===== config.mk =====
export PLATFORM = sky130hd
export DESIGN_NAME = tdc_write_arbiter
export DESIGN_NICKNAME = d
export VERILOG_FILES = /design/src/rtl/tdc_arb_pkg.sv /design/src/rtl/tdc_write_arbiter_rr_pick.sv /design/src/rtl/tdc_write_arbiter.sv
export SDC_FILE = /design/constraint.sdc
export NUM_CORES = 1
export LEC_CHECK = 0
export ABC_AREA = 0
export BUFFER_PORTS_ARGS = -buffer_cell sky130_fd_sc_hd__buf_2
export CORE_ASPECT_RATIO = 0.75
export CORE_UTILIZATION = 55
export DETAILED_ROUTE_END_ITERATION = 10
export GPL_TIMING_DRIVEN = 0
export PLACE_DENSITY = 0.84
export SYNTH_ARGS = -nofsm -noshare
export SYNTH_HDL_FRONTEND = slang
export SYNTH_SLANG_ARGS = --single-unit

===== constraint.sdc =====
create_clock -name clk_i -period 23.2 [get_ports clk_i]
set_clock_uncertainty 0.05 [all_clocks]
set_input_delay 2.32 -clock clk_i [delete_from_list [all_inputs] [get_ports clk_i]]
set_output_delay 2.32 -clock clk_i [all_outputs]
set_load 0.01 [all_outputs]

===== src/rtl/tdc_arb_pkg.sv =====
// Shared constants and helpers for the TDC write arbiter.
// Holds the default data width, tag width derivation and the saturating adder.
package tdc_arb_pkg;

  localparam int unsigned DefaultDw = 64;

  function automatic int unsigned tag_w(input int unsigned n);
    return (n <= 1) ? 1 : $clog2(n);
  endfunction

  // Counter widths up to 63 bits fit; the 65-bit sum cannot wrap.
  function automatic logic [63:0] sat_add(input logic [63:0] a, input logic [63:0] b,
                                          input logic [63:0] max);
    logic [64:0] sum;
    sum = {1'b0, a} + {1'b0, b};
    return (sum > {1'b0, max}) ? max : sum[63:0];
  endfunction

endpackage


===== src/rtl/tdc_write_arbiter_rr_pick.sv =====
// Combinational round-robin picker: first request at or after ptr_i, with wrap.
// The request vector is duplicated so the wrap becomes a plain upward scan.
module rr_pick #(
  parameter int unsigned N_CH  = 4,
  parameter int unsigned TAG_W = 2
) (
  input  logic [N_CH-1:0]  req_i,
  input  logic [TAG_W-1:0] ptr_i,
  input  logic             en_i,
  output logic             gnt_valid_o,
  output logic [TAG_W-1:0] gnt_idx_o
);

  logic [2*N_CH-1:0] req2;

  always_comb begin
    req2        = {req_i, req_i};
    gnt_valid_o = 1'b0;
    gnt_idx_o   = '0;
    // Scan downwards so the lowest qualifying position wins.
    for (int k = 2 * N_CH - 1; k >= 0; k--) begin
      if (en_i && req2[k] && (k >= int'(ptr_i)) && (k < int'(ptr_i) + int'(N_CH))) begin
        gnt_valid_o = 1'b1;
        gnt_idx_o   = (k >= int'(N_CH)) ? TAG_W'(k - int'(N_CH)) : TAG_W'(k);
      end
    end
  end

endmodule


===== src/rtl/tdc_write_arbiter.sv =====
// Shares one FIFO write port between N_CH TDC channels: per-channel holding
// registers, round-robin drain with channel tags, and drop accounting.
module tdc_write_arbiter
  import tdc_arb_pkg::*;
#(
  parameter int unsigned  N_CH  = 4,
  parameter int unsigned  DW    = DefaultDw,
  parameter int unsigned  CNT_W = 16,
  localparam int unsigned TAG_W = tag_w(N_CH)
) (
  input  logic               clk_i,
  input  logic               reset_i,
  input  logic [N_CH-1:0]    ch_done_i,
  input  logic [N_CH*DW-1:0] ch_data_i,
  input  logic               fifo_full_i,
  input  logic               clr_drop_i,
  output logic               fifo_wr_o,
  output logic [DW-1:0]      fifo_din_o,
  output logic [TAG_W-1:0]   fifo_tag_o,
  output logic [N_CH-1:0]    ch_busy_o,
  output logic [N_CH-1:0]    drop_sticky_o,
  output logic [CNT_W-1:0]   drop_cnt_o
);

  localparam logic [63:0] CntMax = (64'd1 << CNT_W) - 64'd1;

  logic [DW-1:0]    hold_q [N_CH];
  logic [DW-1:0]    hold_d [N_CH];
  logic [N_CH-1:0]  pend_q, pend_d;
  logic [TAG_W-1:0] rr_ptr_q, rr_ptr_d;
  logic             fifo_wr_q, fifo_wr_d;
  logic [DW-1:0]    fifo_din_q, fifo_din_d;
  logic [TAG_W-1:0] fifo_tag_q, fifo_tag_d;
  logic [N_CH-1:0]  sticky_q, sticky_d;
  logic [CNT_W-1:0] cnt_q, cnt_d;

  logic             gnt_valid;
  logic [TAG_W-1:0] gnt_idx;
  logic [N_CH-1:0]  gnt_hit;
  logic [N_CH-1:0]  drop;
  logic [63:0]      n_drop;
  logic [63:0]      cnt_base;

  rr_pick #(
    .N_CH  (N_CH),
    .TAG_W (TAG_W)
  ) u_rr_pick (
    .req_i       (pend_q),
    .ptr_i       (rr_ptr_q),
    .en_i        (~fifo_full_i),
    .gnt_valid_o (gnt_valid),
    .gnt_idx_o   (gnt_idx)
  );

  // A channel being drained this cycle frees its slot for a same-cycle capture.
  always_comb begin
    hold_d  = hold_q;
    pend_d  = pend_q;
    gnt_hit = '0;
    drop    = '0;
    for (int i = 0; i < int'(N_CH); i++) begin
      gnt_hit[i] = gnt_valid && (gnt_idx == TAG_W'(i));
      if (gnt_hit[i]) begin
        pend_d[i] = 1'b0;
      end
      if (ch_done_i[i]) begin
        if (!pend_q[i] || gnt_hit[i]) begin
          hold_d[i] = ch_data_i[i*DW +: DW];
          pend_d[i] = 1'b1;
        end else begin
          drop[i] = 1'b1;
        end
      end
    end
  end

  // Clear applies before this cycle's drops are accumulated.
  always_comb begin
    n_drop = '0;
    for (int i = 0; i < int'(N_CH); i++) begin
      n_drop = n_drop + 64'(drop[i]);
    end
    cnt_base = clr_drop_i ? '0 : 64'(cnt_q);
    cnt_d    = CNT_W'(sat_add(cnt_base, n_drop, CntMax));
    sticky_d = (clr_drop_i ? '0 : sticky_q) | drop;
  end

  always_comb begin
    fifo_wr_d  = gnt_valid;
    fifo_din_d = fifo_din_q;
    fifo_tag_d = fifo_tag_q;
    rr_ptr_d   = rr_ptr_q;
    if (gnt_valid) begin
      fifo_din_d = hold_q[gnt_idx];
      fifo_tag_d = gnt_idx;
      rr_ptr_d   = (gnt_idx == TAG_W'(N_CH - 1)) ? '0 : gnt_idx + TAG_W'(1);
    end
  end

  always_ff @(posedge clk_i or posedge reset_i) begin
    if (reset_i) begin
      for (int i = 0; i < int'(N_CH); i++) begin
        hold_q[i] <= '0;
      end
      pend_q     <= '0;
      rr_ptr_q   <= '0;
      fifo_wr_q  <= 1'b0;
      fifo_din_q <= '0;
      fifo_tag_q <= '0;
      sticky_q   <= '0;
      cnt_q      <= '0;
    end else begin
      for (int i = 0; i < int'(N_CH); i++) begin
        hold_q[i] <= hold_d[i];
      end
      pend_q     <= pend_d;
      rr_ptr_q   <= rr_ptr_d;
      fifo_wr_q  <= fifo_wr_d;
      fifo_din_q <= fifo_din_d;
      fifo_tag_q <= fifo_tag_d;
      sticky_q   <= sticky_d;
      cnt_q      <= cnt_d;
    end
  end

  assign fifo_wr_o     = fifo_wr_q;
  assign fifo_din_o    = fifo_din_q;
  assign fifo_tag_o    = fifo_tag_q;
  assign ch_busy_o     = pend_q;
  assign drop_sticky_o = sticky_q;
  assign drop_cnt_o    = cnt_q;

endmodule


* Word level (Yosys, flattened, before mapping)
Index checks and enable logic that the tools add are counted.
** Word-level totals
- Bits in registers :: 349
- Input port bits :: 264
- Output and inout port bits :: 91
- Logic and storage cells :: 111
** Operators by class
- $add $sub $neg :: 6
- Order comparisons :: 13
- Eq/ne operators :: 3
- Muxes and demuxes :: 43
- Bitwise gates (word level) :: 3
- Reduce and logical (&&, ||, !) cells :: 32
** Operators with widths (count)
- $bmux 64 s2 :: 1
- $lt 4x32->1 const A :: 4
- $mux 64 :: 2
- $lt 3x32->1 const A :: 2
- $lt 1x32->1 const A :: 1
- $lt 2x32->1 const A :: 1
- $mux 16 :: 2
- $mux 1 :: 28
- $logic_and 1x1->1 :: 19
- $mux 2 :: 9
- $add 16x4->17 :: 1
- $gt 17x16->1 const B :: 1
- $reduce_and 2->1 :: 4
- $add 2x3->4 const B :: 1
- $add 3x1->4 :: 1
- $eq 2x2->1 const B :: 2
- $ge 1x2->1 const A :: 2
- $logic_not 1->1 :: 4
- $logic_or 1x1->1 :: 4
- $mux 4 :: 1
- $or 4x4->4 :: 1
- $add 2x1->3 :: 1
- $ge 3x3->1 const B :: 1
- $not 2->3 :: 1
- other kinds (6) :: 6

* Longest topological paths before layout
- Word-level depth :: 22
- Mapped depth :: 20
- Mapped depth without buffers :: 16

* Modules after synthesis
From an unflattened synthesis, not the netlist that was laid out.
** Unflattened totals
- Cells, all modules :: 915
- Area total of the unflattened synthesis :: 15114.5 um^2
** By module, submodules not included
- tdc_write_arbiter :: times used 1, cells each 901, area an instance 15029.4 um^2, seq. area each 8733.4 um^2
- rr_pick :: times used 1, cells each 14, area an instance 85.1 um^2, seq. area each 0.0 um^2

* Worst setup path after synthesis
OpenSTA, ideal clock, no wires.
- Path type :: input to register
- Start :: input fifo_full_i
- End :: register cnt_q[10] (netlist: drop_cnt_o[10])
- Setup time :: 83 ps
- Arrival :: 5858 ps
- Data required time :: 23067 ps
- Slack :: 17209 ps
- Stages on the path :: 18
- Path buffers :: 4
- Path through :: buf_2 > a221o_1 > or2_1 > clkbuf_1 > clkbuf_1 > inv_1 > ha_1 > inv_1 > o211ai_1 > fa_1 > fa_1 > inv_1 > fa_1 > nand2_1 > nor4_2 > nand4b_1 > clkbuf_1 > o21ai_0
** Between the ends
- Longest elaborated chain between the ends :: 22
- Elaborated cells on any way between the ends :: 58
- Those cells by class :: add/sub: 4; order compare: 1; eq/ne: 3; mux: 25; bitwise: 1; reduce/logical: 24
** Ends and longest elaborated chain
- start, declared :: RTL line tdc_write_arbiter.sv:15 : input logic fifo_full_i,
- $not 1->1 (*) :: RTL line tdc_write_arbiter.sv:50 : .en_i (~fifo_full_i),
- $logic_and 1x1->1 (2 in a row) :: RTL line tdc_write_arbiter_rr_pick.sv:22 : if (en_i && req2[k] && (k >= int'(ptr_i)) && (k < int'(ptr_i) + int'(N_CH))) begin
- $mux 2 (7 in a row) :: RTL line tdc_write_arbiter_rr_pick.sv:22
- $mux 2 (*) :: RTL line tdc_write_arbiter_rr_pick.sv:22
- named net gnt_idx[1] :: RTL line tdc_write_arbiter.sv:38 : logic [TAG_W-1:0] gnt_idx;
- $eq 2x1->1 or $logic_not 2->1 (tied branches) :: RTL line tdc_write_arbiter.sv:62 : gnt_hit[i] = gnt_valid && (gnt_idx == TAG_W'(i));
- $logic_and 1x1->1 :: RTL line tdc_write_arbiter.sv:62
- $logic_or 1x1->1 :: RTL line tdc_write_arbiter.sv:67 : if (!pend_q[i] || gnt_hit[i]) begin
- $mux 1 :: RTL line tdc_write_arbiter.sv:67
- $mux 1 :: RTL line tdc_write_arbiter.sv:66 : if (ch_done_i[i]) begin
- $add 1x1->2 :: RTL line tdc_write_arbiter.sv:81 : n_drop = n_drop + 64'(drop[i]);
- $add 2x1->3 :: RTL line tdc_write_arbiter.sv:81
- $add 3x1->4 (*) :: RTL line tdc_write_arbiter.sv:81
- $add 16x4->17 (*) :: RTL line tdc_arb_pkg.sv:15 : sum = {1'b0, a} + {1'b0, b};
- $gt 17x16->1 :: RTL line tdc_arb_pkg.sv:16 : return (sum > {1'b0, max}) ? max : sum[63:0];
- $mux 16 (*) :: RTL line tdc_arb_pkg.sv:16
- named net cnt_d[10] :: RTL line tdc_write_arbiter.sv:35 : logic [CNT_W-1:0] cnt_q, cnt_d;
- end signal, assigned :: RTL line tdc_write_arbiter.sv:122 : cnt_q <= cnt_d;
- end, declared :: RTL line tdc_write_arbiter.sv:35
The timed path passes the listed nets; every way through them passes the cells marked *.
A chain may end at the register's enable or synchronous reset.

* Final worst setup path
- Start :: input fifo_full_i
- End :: register cnt_q[9] (netlist: drop_cnt_o[9])
** Between the ends
- Longest elaborated chain between the ends :: 22
- Elaborated cells on any way between the ends :: 58
- Those cells by class :: add/sub: 4; order compare: 1; eq/ne: 3; mux: 25; bitwise: 1; reduce/logical: 24
** Ends and longest elaborated chain (RTL line)
- $not 1->1 (*) :: tdc_write_arbiter.sv:50
- $logic_and 1x1->1 (2 in a row) :: tdc_write_arbiter_rr_pick.sv:22
- $mux 2 (8 in a row) :: tdc_write_arbiter_rr_pick.sv:22
- $eq 2x1->1 or $logic_not 2->1 (tied branches) :: tdc_write_arbiter.sv:62
- $logic_and 1x1->1 :: tdc_write_arbiter.sv:62
- $logic_or 1x1->1 :: tdc_write_arbiter.sv:67
- $mux 1 :: tdc_write_arbiter.sv:67
- $mux 1 :: tdc_write_arbiter.sv:66
- $add 1x1->2 :: tdc_write_arbiter.sv:81
- $add 2x1->3 :: tdc_write_arbiter.sv:81
- $add 3x1->4 (*) :: tdc_write_arbiter.sv:81
- $add 16x4->17 (*) :: tdc_arb_pkg.sv:15
- $gt 17x16->1 :: tdc_arb_pkg.sv:16
- $mux 16 (*) :: tdc_arb_pkg.sv:16
- named net cnt_d[9] :: tdc_write_arbiter.sv:35
Marks and branches as above.

==> results.md <==
- The run finished with clean final reports.
- The sequential share of the synthesized area is 55.93%.
- The largest voltage drop on the vdd net is 81.24 µV.
- After detailed routing, the wire length on met1 is 18.07 mm.
- From left edge to right edge, the die measures 196.6 µm.
- For this design, the slowest cell found on the critical path is clkbuf_1.
- The fraction of post-synthesis cell area in the top cell type by area is 55.93%.
- In this run, distinct cell masters in the synthesized netlist total 46.
- The critical path start-end classification is input pin to flop.
- The number of buffers inserted by port buffering is 354.
- The shortest period the worst path allows is 6.418 ns.
- The worst slew slack as a fraction of its limit is 40.12%.
- At the pin with the least slew margin, the transition time is 0.8982 ns.
- The post-synthesis instance total is 1211.
- In this run the vertical extent of the chip is 147.9 µm.
- Cells with a size suffix above 1 make up 47.26% of the layout.
- Counting every net in the synthesized netlist gives 1483.
- The CTS H-tree depth is 2.
- Buffers inserted to repair hold after CTS numbered 0.
- TritonCTS built the clock tree.
- The highest net fanout along the worst path is 11.
- Summing every instance area after synthesis gives 0.01562 mm².
- Setup repair after global routing left no endpoint under its margin.
- The worst setup path is captured at a flop.
- The largest buffer count on any clock path is 3.
- Dividing the synthesized area by the synthesized cell count gives 12.90 µm².
- In this run the power density over the cells is 124.6 mW/mm².
- The clock net in this run drives a total of 349 sinks.
- The detailed placement HPWL is 31.25 mm.
- The highest signal layer in the routed design is met5.
- The peak per-stage delay on the critical path is 0.50 ns.
- 355 I/O pins were placed.
- The wire length on met2 is 20.97 mm.
- The flip-flop and latch count after synthesis is 349.
- The max-slew violation count is 0.
- The largest net degree at the start of global routing is 134.
- After clock tree synthesis, the clock-pin slew on the worst setup and hold paths is 0.06 ns.
- The number of iterations in the first detailed-routing pass is 7.
- The total clock buffers created by CTS is 36.
- The total detailed-routing wirelength is 43.68 mm.
- The layout net count is 1877.
- The nature of the critical path startpoint is an input pin.
- The flip-flop cell with the highest count after synthesis is dfrtp_1.
- For this run the aggregate overflow at the end of global routing stands at 0.
- The worst hold path class is flop to flop.
- By area the synthesized netlist is led by dfrtp_1 (56%), mux2_2 (18%), mux2i_1 (4.2%), a21o_1 (3.1%), o21ai_0 (2.7%).
- The number of vias after detailed routing is 11490.
- The count of nets left with antenna violations once routing finished came out at 0.
- Timing would allow up to 0.1558 GHz.
- Power comes to 0.002373 W.
- The initial antenna violation count came to 14.
- The standard-cell row count is 53.
- The data arrival time of the worst path is 6.79 ns.
- The critical path goes through buf_2 > buf_2 > a221o_1 > or2_1 > clkbuf_1 > clkbuf_1 > ha_1 > inv_1 > o211ai_1 > fa_1 > fa_1 > inv_1 > fa_1 > nand2_1 > nor4_2 > nand4b_1 > clkbuf_1 > o21ai_0.
- The via count of the first global-routing pass is 11970.
- The global-route wire length before repair is 67.10 mm.
- The worst path required time is 23.57 ns.
- The post-synthesis cell type with the largest combined area is dfrtp_1.
- The global-route total usage across every layer is 30.15%.
- The aggregate negative setup slack is 0 ns.
- The core area is 0.02798 mm².
- The number of setup buffers added after CTS is 0.
- The synthesized design contains 0 enable-type register cells.
- The area added between synthesis and finish is 21.97%.
- The DRC violation count after routing is 0.
- The length of routed met3 wiring is 3.367 mm.
- After layout, the worst path uses 27.66% of the clock period.
- In this run the static leakage power is 9.083 nW.
- The yosys synthesis warning count is 0.
- The effective utilization at floorplan is 55.80%.
- The number of buffer and inverter instances along the worst setup path is 7.
- The last weighted congestion value of the routability-driven placer is 0.9019.
- The reported max-cap violation count is 0.
- The cell type group with the largest total delay on the critical path is buffers and inverters.
- The detailed router's first-iteration violation count is 700.
- The async set-or-reset flop fraction in the synthesized netlist is 100.0%.
- In the routed layout, each cell is associated on average with a via count of 5.691.
- The total count of hold-check failures in the final report is 0.
- The die covers 0.02908 mm².
- The number of failing setup endpoints in the final timing report is 0.
- The detail-routed net length per standard cell is 21.64 µm.
- The clock root buffer master is clkbuf_16.
- The number of gates resized after cts is 0.
- The clock reaches the later pin of the worst-skew pair after 0.52 ns.
[final timing paths]
| kind | from | to | slack (ns) | cells past startpoint |
|---|---|---|---|---|
| max | fifo_full_i | drop_cnt_o[9] | 16.78 | 18 |
| min | fifo_din_o[20] | fifo_din_o[20] | 0.43 | 2 |
| max reg2reg | ch_busy_o[0] | drop_cnt_o[9] | 18.13 | 17 |
| min reg2reg | fifo_din_o[20] | fifo_din_o[20] | 0.43 | 2 |
| max in group asynchronous | reset_i | hold_q[34] | 19.98 | 3 |
| min in group asynchronous | reset_i | hold_q[76] | 1.91 | 2 |
[cell type report]
class / instances / area [µm²]
tap: 385 / 481.7
buffer: 90 / 490.5
fill: 2054 / 8937
multi-input combinational: 756 / 6330
inverter: 16 / 70.07
clock buffer: 50 / 1035
antenna: 10 / 25.02
sequential: 349 / 8733
clock inverter: 6 / 55.05
timing repair buffer: 356 / 1827
[logic make-up after synthesis]
family	Yosys count	synth area share, %
compound gates	226	10.58
xor+xnor	12	0.6730
fa+ha+maj	8	0.7852
buf+inv	106	3.541
flops	349	55.93
mux	321	22.63
simple gates	189	5.873
[cell usage after synthesis, types with 5 or more instances]
master and count:
and2_1 6, nor2_1 6, ha_1 5, o211ai_1 39
xnor2_1 5, buf_6 8, a21o_1 64, o21ai_0 84
clkbuf_1 22, o211ai_2 30, nand2_1 78, mux2_2 256
dfrtp_1 349, mux2i_1 65, xor2_1 7, nand3_1 66
nand2b_1 9, inv_1 14, buf_2 53
[registers in the layout, indices dropped and copies added (netlist names)]
| register | cells |
|---|---|
| hold_q | 256 |
| fifo_din_o | 64 |
| drop_cnt_o | 16 |
| ch_busy_o | 4 |
| drop_sticky_o | 4 |
| fifo_tag_o | 2 |
| rr_ptr_q | 2 |
| fifo_wr_o | 1 |
[per-layer routing]
metal | up-vias | GRT usage [%]
met2 | 424 | 49.34
li1 | 5116 | -
met4 | 10 | 9.496
met3 | 89 | 7.780
met5 | - | 0
met1 | 5846 | 39.54
[cell usage in the layout, fill, tap and decap left out, types with 3 or more instances in the layout]
master | synthesis | routed
a21o_1 | 64 | 64
and2_1 | 6 | 6
buf_1 | 4 | 4
buf_2 | 53 | 407
buf_6 | 8 | 8
clkbuf_1 | 22 | 29
clkbuf_16 | 0 | 37
clkbuf_8 | 0 | 6
clkinv_2 | 0 | 5
dfrtp_1 | 349 | 349
diode_2 | 0 | 10
fa_1 | 3 | 3
ha_1 | 5 | 5
inv_1 | 14 | 13
mux2_2 | 256 | 256
mux2i_1 | 65 | 65
nand2_1 | 78 | 78
nand2b_1 | 9 | 9
nand3_1 | 66 | 66
nand4_1 | 3 | 3
nor2_1 | 6 | 6
nor2b_1 | 4 | 4
o211ai_1 | 39 | 39
o211ai_2 | 30 | 30
o21ai_0 | 84 | 84
or2_2 | 4 | 4
xnor2_1 | 5 | 5
xor2_1 | 7 | 7
[where the power goes]
group | total (W) | internal [W] | leakage (nW) | switching, W
sequential | 0.00104 | 0.000889 | 4.19 | 0.000156
combinational | 0.000775 | 0.000392 | 4.35 | 0.000384
clock | 0.000553 | 0.000320 | 0.541 | 0.000233
[stage by stage]
step / util (%) / hold WS (ns) / area [µm²] / worst slack [ns] / instances
6_report: 68.06 / 0.4284 / 19050 / 16.78 / 2018
5_1_grt: 68.01 / 0.4455 / 19030 / 16.49 / 2012
4_1_cts: 67.97 / 0.4321 / 19020 / 16.81 / 2008
3_5_place_dp: 64.08 / 0.4147 / 17930 / 16.27 / 1952
3_3_place_gp: 63.86 / 0.4113 / 17870 / 7.627 / 1950
2_1_floorplan: - / 0.4240 / 15620 / 11.15 / 1211
[worst min-delay path: cells and delay by family, from the launching register on]
kind	cells	cell delay, ns
and+or+nand+nor	1	0.06
DFF	1	0.33
AOI/OAI and AO/OA	1	0.05
No activity file was read; power rests on OpenSTA's default activity.
